<file path="config.mk">
export PLATFORM = sky130hd
export DESIGN_NAME = key_debounce
export DESIGN_NICKNAME = d
export VERILOG_FILES = /design/src/rtl/key_debounce.sv
export SDC_FILE = /design/constraint.sdc
export NUM_CORES = 1
export LEC_CHECK = 0
export ABC_AREA = 1
export CAP_MARGIN = 20
export CORE_ASPECT_RATIO = 1.4
export CORE_UTILIZATION = 55
export CTS_BUF_LIST = sky130_fd_sc_hd__clkbuf_8
export DETAILED_ROUTE_END_ITERATION = 12
export GPL_TIMING_DRIVEN = 0
export PLACE_DENSITY = 0.74
export SLEW_MARGIN = 5
export SYNTH_ARGS = -nofsm -noshare
export SYNTH_HDL_FRONTEND = slang
export SYNTH_SLANG_ARGS = --single-unit
</file>
<file path="constraint.sdc">
create_clock -name clk50m -period 2.2 [get_ports clk50m]
set_clock_uncertainty 0.15 [all_clocks]
set_input_delay 0.66 -clock clk50m [delete_from_list [all_inputs] [get_ports clk50m]]
set_output_delay 0.66 -clock clk50m [all_outputs]
set_load 0.02 [all_outputs]
</file>
<file path="src/rtl/key_debounce.sv">
// Push-button debouncer: 2-flop synchronizer, per-key stability counter,
// registered press/release pulses and a sticky pressed-since-clear flag.
module key_debounce #(
    parameter int NUM_KEYS = 2,
    parameter int CNT_MAX  = 1000000
) (
    input  logic                clk50m,
    input  logic                reset,
    input  logic [NUM_KEYS-1:0] key_in,
    input  logic [NUM_KEYS-1:0] clr,
    output logic [NUM_KEYS-1:0] key_stable,
    output logic [NUM_KEYS-1:0] key_press,
    output logic [NUM_KEYS-1:0] key_release,
    output logic [NUM_KEYS-1:0] key_latched
);

    localparam int W = $clog2(CNT_MAX);
    localparam logic [W-1:0] LAST = W'(CNT_MAX - 1);

    logic [NUM_KEYS-1:0] meta;
    logic [NUM_KEYS-1:0] key_sync;

    // Synchronizer idles high so reset looks like "all released".
    always_ff @(posedge clk50m or posedge reset) begin
        if (reset) begin
            meta     <= '1;
            key_sync <= '1;
        end else begin
            meta     <= key_in;
            key_sync <= meta;
        end
    end

    for (genvar i = 0; i < NUM_KEYS; i++) begin : g_key
        logic [W-1:0] cnt;
        logic         stable_q;
        logic         press_q;
        logic         rel_q;
        logic         latch_q;

        always_ff @(posedge clk50m or posedge reset) begin
            if (reset) begin
                cnt      <= '0;
                stable_q <= 1'b1;
                press_q  <= 1'b0;
                rel_q    <= 1'b0;
                latch_q  <= 1'b0;
            end else begin
                press_q <= 1'b0;
                rel_q   <= 1'b0;
                // Set wins over a coincident clear.
                latch_q <= press_q | (latch_q & ~clr[i]);
                if (key_sync[i] == stable_q) begin
                    cnt <= '0;
                end else if (cnt == LAST) begin
                    cnt      <= '0;
                    stable_q <= key_sync[i];
                    press_q  <= ~key_sync[i];
                    rel_q    <= key_sync[i];
                end else begin
                    cnt <= cnt + W'(1);
                end
            end
        end

        assign key_stable[i]  = stable_q;
        assign key_press[i]   = press_q;
        assign key_release[i] = rel_q;
        assign key_latched[i] = latch_q;
    end

endmodule

</file>
; Word-level counts from Yosys, hierarchy flattened
; Cells that the tools add are included.
[word_totals]
ff_bits = 52
input_bits = 6
output_inout_bits = 8
word_cells = 42
[op_classes]
addsub = 2
eq_ne = 4
mux = 12
bitwise = 10
reduce_logical = 2
[ops]
columns = operator, n
row1 = $mux W20, 4
row2 = $add A20 B1 Y20 const B, 2
row3 = $eq A20 B20 Y1 const B, 2
row4 = $mux W1, 8
row5 = $not A1 Y1, 6
row6 = $reduce_and A2 Y1, 2
row7 = $and A1 B1 Y1, 2
row8 = $eq A1 B1 Y1, 2
row9 = $or A1 B1 Y1, 2

; Longest topological paths before layout
[depth]
depth_word = 3
mapped_depth = 8

; Worst setup path before layout
; No wires, ideal clock.
[synth_path]
path_type = reg2out
start = reg g_key[0].stable_q
end = out key_stable[0]
t_arrival_ps = 678
required_ps = 1390
setup_slack_ps = 712
path_stages_with_launch = 2
n_path_buf = 1
cell_sequence = dfstp_2 -> buf_4
[synth_lines]
columns = item, line_no
row1 = start: declaration, 36  ; logic stable_q;
row2 = start signal: assignment, 57  ; stable_q <= key_sync[i];
row3 = end: declaration, 11  ; output logic [NUM_KEYS-1:0] key_stable,
; No word-level cell between the ends.

; Final worst setup path
[layout_path]
start = reg g_key[1].press_q
end = out key_press[1]
[layout_lines]
columns = item, line_no
row1 = start: declaration, 37  ; logic press_q;
row2 = start signal: assignment, 58  ; press_q <= ~key_sync[i];
row3 = end: declaration, 12  ; output logic [NUM_KEYS-1:0] key_press,
; No word-level cell between the ends.

==> impl_table.tex <==
\begin{tabular}{lr}
\hline
Metric & Value \\
\hline
\multicolumn{2}{l}{\textbf{Yosys}} \\
\quad Number of warning messages in the yosys log & 0 \\
\quad Area of the mapped netlist & 2870 sq um \\
\quad Net count after synthesis & 347 \\
\quad Synth top cells by count & sky130\_fd\_sc\_hd\_\_nor2\_1, sky130\_fd\_sc\_hd\_\_dfrtp\_1, sky130\_fd\_sc\_hd\_\_nand2\_1, sky130\_fd\_sc\_hd\_\_inv\_1, sky130\_fd\_sc\_hd\_\_nand3\_1 \\
\quad Synth Area per Inst & 8.47 sq um \\
\quad Adder-cell share of the synthesized area & 0.871\% \\
\quad Proportion of register bits with asynchronous set or reset after synthesis & 100\% \\
\quad Area fraction of the dominant cell type after synthesis & 40.1\% \\
\quad Mux contribution to synthesized area & 0\% \\
\quad EDFF count, synth & 0 \\
\quad Number of synthesized register bits & 52 \\
\quad Synthesized instance count & 339 \\
\quad Synthesized-area fraction occupied by and/or/nand/nor cells & 37.1\% \\
\quad Most common cell in the synthesized netlist & sky130\_fd\_sc\_hd\_\_nor2\_1 \\
\quad Register area share after synthesis & 45.6\% \\
\quad Synth area leader & sky130\_fd\_sc\_hd\_\_dfrtp\_1 \\
\quad Unique masters post-synth & 28 \\
\quad Area fraction in compound gates after synthesis & 4.01\% \\
\quad Top\_reg\_cell synth & sky130\_fd\_sc\_hd\_\_dfrtp\_1 \\
\quad Fraction of synthesized cell area in xor and xnor cells & 5.49\% \\
\quad Ranking of synthesized cells by area & sky130\_fd\_sc\_hd\_\_dfrtp\_1, sky130\_fd\_sc\_hd\_\_nor2\_1, sky130\_fd\_sc\_hd\_\_dfstp\_2 \\
\quad Largest family of logic cells by synthesized area & simple AND/OR/NAND/NOR gates \\
\multicolumn{2}{l}{\textbf{Setup path}} \\
\quad Biggest cell delay along the critical path & 0.59 ns \\
\quad Cells along the critical path & buf\_4, clkdlybuf4s50\_1 \\
\quad Critical Path End Type & primary output \\
\quad Arrival time of the worst setup path & 1.34 ns \\
\quad Largest fanout on the critical path & 2 \\
\quad Category of the most critical setup path & reg2out \\
\quad Required time reported for the critical path endpoint & 1.39 ns \\
\quad Cell with the largest stage delay on the worst path & sky130\_fd\_sc\_hd\_\_clkdlybuf4s50\_1 \\
\quad Nature of the critical path startpoint & register \\
\multicolumn{2}{l}{\textbf{Global routing}} \\
\quad Vias in the first global route & 2,236 \\
\quad Global route overflow & 0 \\
\quad Overall routing resource usage & 22.3\% \\
\quad Wire length of the first global-routing pass & 9520 um \\
\quad Antenna violations before repair & 0 \\
\quad Pin count of the biggest net entering global routing & 37 \\
\multicolumn{2}{l}{\textbf{Power and ir drop}} \\
\quad Power per unit of standard cell area & 526 nW/um\^{}2 \\
\quad P\_int & 1.33 mW \\
\quad Final Power & 1.69 mW \\
\quad Clock network fraction of design power & 37.8\% \\
\quad Peak supply drop & 474 uV \\
\quad Static Leak & 1.41 nW \\
\quad Switching component of the power & 0.359 mW \\
\quad Switching Share & 21.2\% \\
\quad Power share of the sequential group & 57.9\% \\
\quad Power share of the combinational group & 4.3\% \\
\multicolumn{2}{l}{\textbf{Floorplanning}} \\
\quad Horiz. Die Dim & 63.1 um \\
\quad Initial standard-cell utilization of the core & 58.4\% \\
\quad Die H & 87.5 um \\
\quad Number of rows created at floorplan & 30 \\
\quad Die area & 5520 sq um \\
\quad CORE AREA & 4920 sq um \\
\quad Top-level port count & 14 \\
\multicolumn{2}{l}{\textbf{Finish}} \\
\quad Filler cell count & 417 \\
\quad Cell Count, Final, Fillers Out & 425 \\
\quad Fraction of final layout cells sized beyond drive strength 1 & 19.9\% \\
\quad Number of nets in the finished design & 368 \\
\quad Number of antenna cells inserted & 0 \\
\quad Area overhead of the layout relative to synthesis & 12.0\% \\
\quad Non-Filler Cell Area, Final & 3220 sq um \\
\quad Final core utilization & 65.4\% \\
\multicolumn{2}{l}{\textbf{Timing}} \\
\quad Slew headroom & 67.9\% \\
\quad Maximum clock frequency & 0.466 GHz \\
\quad Final Max Slew Viols & 0 \\
\quad Post-layout min period & 2.15 ns \\
\quad Setup TNS & 0 ns \\
\quad Final hold violation count & 0 \\
\quad Min Hold Slack & 0.210 ns \\
\quad PnR worst setup slack & 0.0533 ns \\
\quad Post-route fraction of the period consumed by the critical path & 97.6\% \\
\quad RSZ-0062 raised after global routing & no \\
\quad Slew @ Worst Pin & 0.481 ns \\
\quad Count of final setup violators & 0 \\
\multicolumn{2}{l}{\textbf{Drt}} \\
\quad DRT Pass-1 Iters & 4 \\
\quad Residual DRC & 0 \\
\quad Total detailed-routing wirelength & 5320 um \\
\quad DRC violation total after the first TritonRoute iteration & 106 \\
\quad Count of vias placed by the detailed router & 2,157 \\
\quad Routed Antenna Nets & 0 \\
\quad Wire per inst & 12.5 um \\
\quad Via/cell ratio & 5.08 \\
\multicolumn{2}{l}{\textbf{Place}} \\
\quad Placed instance count & 417 \\
\quad Worst setup slack before clock tree synthesis & 0.148 ns \\
\quad Count of port buffers added during placement & 13 \\
\quad Placed wire-length estimate & 4080 um \\
\quad Post-Place Cell Area & 3100 sq um \\
\quad Gp weighted congestion & 0.888 \\
\multicolumn{2}{l}{\textbf{Clock tree}} \\
\quad Clock tree from TritonCTS & done \\
\quad Clock-pin transition on the worst setup and hold timing paths & 0.09 ns \\
\quad Number of clock sinks seen by CTS & 52 \\
\quad Post-CTS Setup Bufs & 0 \\
\quad Hold-fix buffers, CTS & 0 \\
\quad Worst-case clock buffer depth & 2 \\
\quad Maximum level of the CTS H-tree & 2 \\
\quad Total CTS buffers & 5 \\
\quad Latest clock arrival within the worst-skew pair & 0.30 ns \\
\quad Clock root buffer master & sky130\_fd\_sc\_hd\_\_clkbuf\_8 \\
\multicolumn{2}{l}{\textbf{Outcome}} \\
\quad Outcome & complete, no violations \\
\multicolumn{2}{l}{\textbf{Min path}} \\
\quad Path category of the worst min-delay check & reg2reg \\
\multicolumn{2}{l}{\textbf{Job}} \\
\quad Count of maximum capacitance violations & 0 \\
\hline
\end{tabular}
-- final cells by class --
| type | count | area (sq um) | area share (%) |
|---|---|---|---|
| multi-input combinational | 242 | 1360 | 42.4 |
| sequential | 52 | 1310 | 40.7 |
| timing repair buffer | 14 | 153 | 4.75 |
| inverter | 37 | 139 | 4.32 |
| tap | 64 | 80.1 | 2.49 |
| clock buffer | 5 | 68.8 | 2.14 |
| buffer | 8 | 60.1 | 1.87 |
| clock inverter | 3 | 42.5 | 1.32 |
-- sequential cells by signal, indices dropped and copies added, names as in the netlist --
name            flops
g_key.cnt          40
g_key.press_q       2
g_key.stable_q      2
g_key.rel_q         2
key_sync            2
g_key.latch_q       2
meta                2
-- power groups by stage --
stage	Clock (mW)	Combinational, mW	Sequential [mW]
after floorplan	0	0.0472	0.997
after global placement	0	0.0681	0.998
after detailed placement	0	0.0744	0.998
after CTS	0.668	0.0747	0.980
after global routing	0.706	0.0827	0.981
final	0.639	0.0721	0.980
-- cell usage in the layout, fill, tap and decap left out, types with 5 or more instances in the layout --
master | synthesis | routed
sky130_fd_sc_hd__a21oi_1 | 8 | 8
sky130_fd_sc_hd__dfrtp_1 | 46 | 46
sky130_fd_sc_hd__nand3_1 | 28 | 28
sky130_fd_sc_hd__nor2_2 | 11 | 11
sky130_fd_sc_hd__inv_1 | 34 | 33
sky130_fd_sc_hd__clkbuf_8 | 0 | 5
sky130_fd_sc_hd__nand2_1 | 42 | 42
sky130_fd_sc_hd__nand4_1 | 6 | 6
sky130_fd_sc_hd__xnor2_1 | 6 | 6
sky130_fd_sc_hd__buf_4 | 8 | 8
sky130_fd_sc_hd__dfstp_2 | 6 | 6
sky130_fd_sc_hd__nor2_1 | 76 | 76
sky130_fd_sc_hd__xor2_1 | 12 | 12
sky130_fd_sc_hd__clkdlybuf4s50_1 | 0 | 9
sky130_fd_sc_hd__nor3_1 | 5 | 5
sky130_fd_sc_hd__nor2_4 | 11 | 11
sky130_fd_sc_hd__nand2_2 | 7 | 7
-- logic make-up after synthesis --
family / count (synthesis)
buffers and inverters: 45
adder cells (fa/ha/maj): 2
XOR/XNOR: 18
AND/OR/NAND/NOR: 203
flip-flops: 52
AO/OA/AOI/OAI: 19
-- critical path: cells and delay by family, from the launching register on --
family / cells / cell delay, ns
buf+inv: 2 / 0.69
flops: 1 / 0.35
-- per-layer routing --
| layer | vias up | share of wire [%] | GRT usage, % | routed length (um) |
|---|---|---|---|---|
| met5 | - | 0 | 0 | 0 |
| met4 | 0 | 2.8 | 10.1 | 151 |
| met3 | 13 | 2.0 | 3.01 | 105 |
| met2 | 24 | 56 | 43.8 | 2960 |
| met1 | 1015 | 40 | 22.9 | 2100 |
| li1 | 1105 | - | - | - |
-- worst paths after layout --
kind                                  startpoint                end  depth (start not counted)  slack (ns)
max in group asynchronous                  reset  g_key[1].stable_q                          3        0.83
worst min register to register           meta[1]        key_sync[1]                          0        0.21
min in group asynchronous                  reset   g_key[0].cnt[11]                          2        0.50
worst max-delay path            g_key[1].press_q       key_press[1]                          2        0.05
worst max register to register       key_sync[1]    g_key[1].cnt[5]                          5        0.52
worst min-delay path                     meta[1]        key_sync[1]                          0        0.21
-- what timing repair did --
action,CTS,global route
hold endpoints to repair,0,0
gates resized for setup,2,2
endpoints found under the setup margin,2,2
gates cloned,0,0
Power figures use the tool's default switching activity.
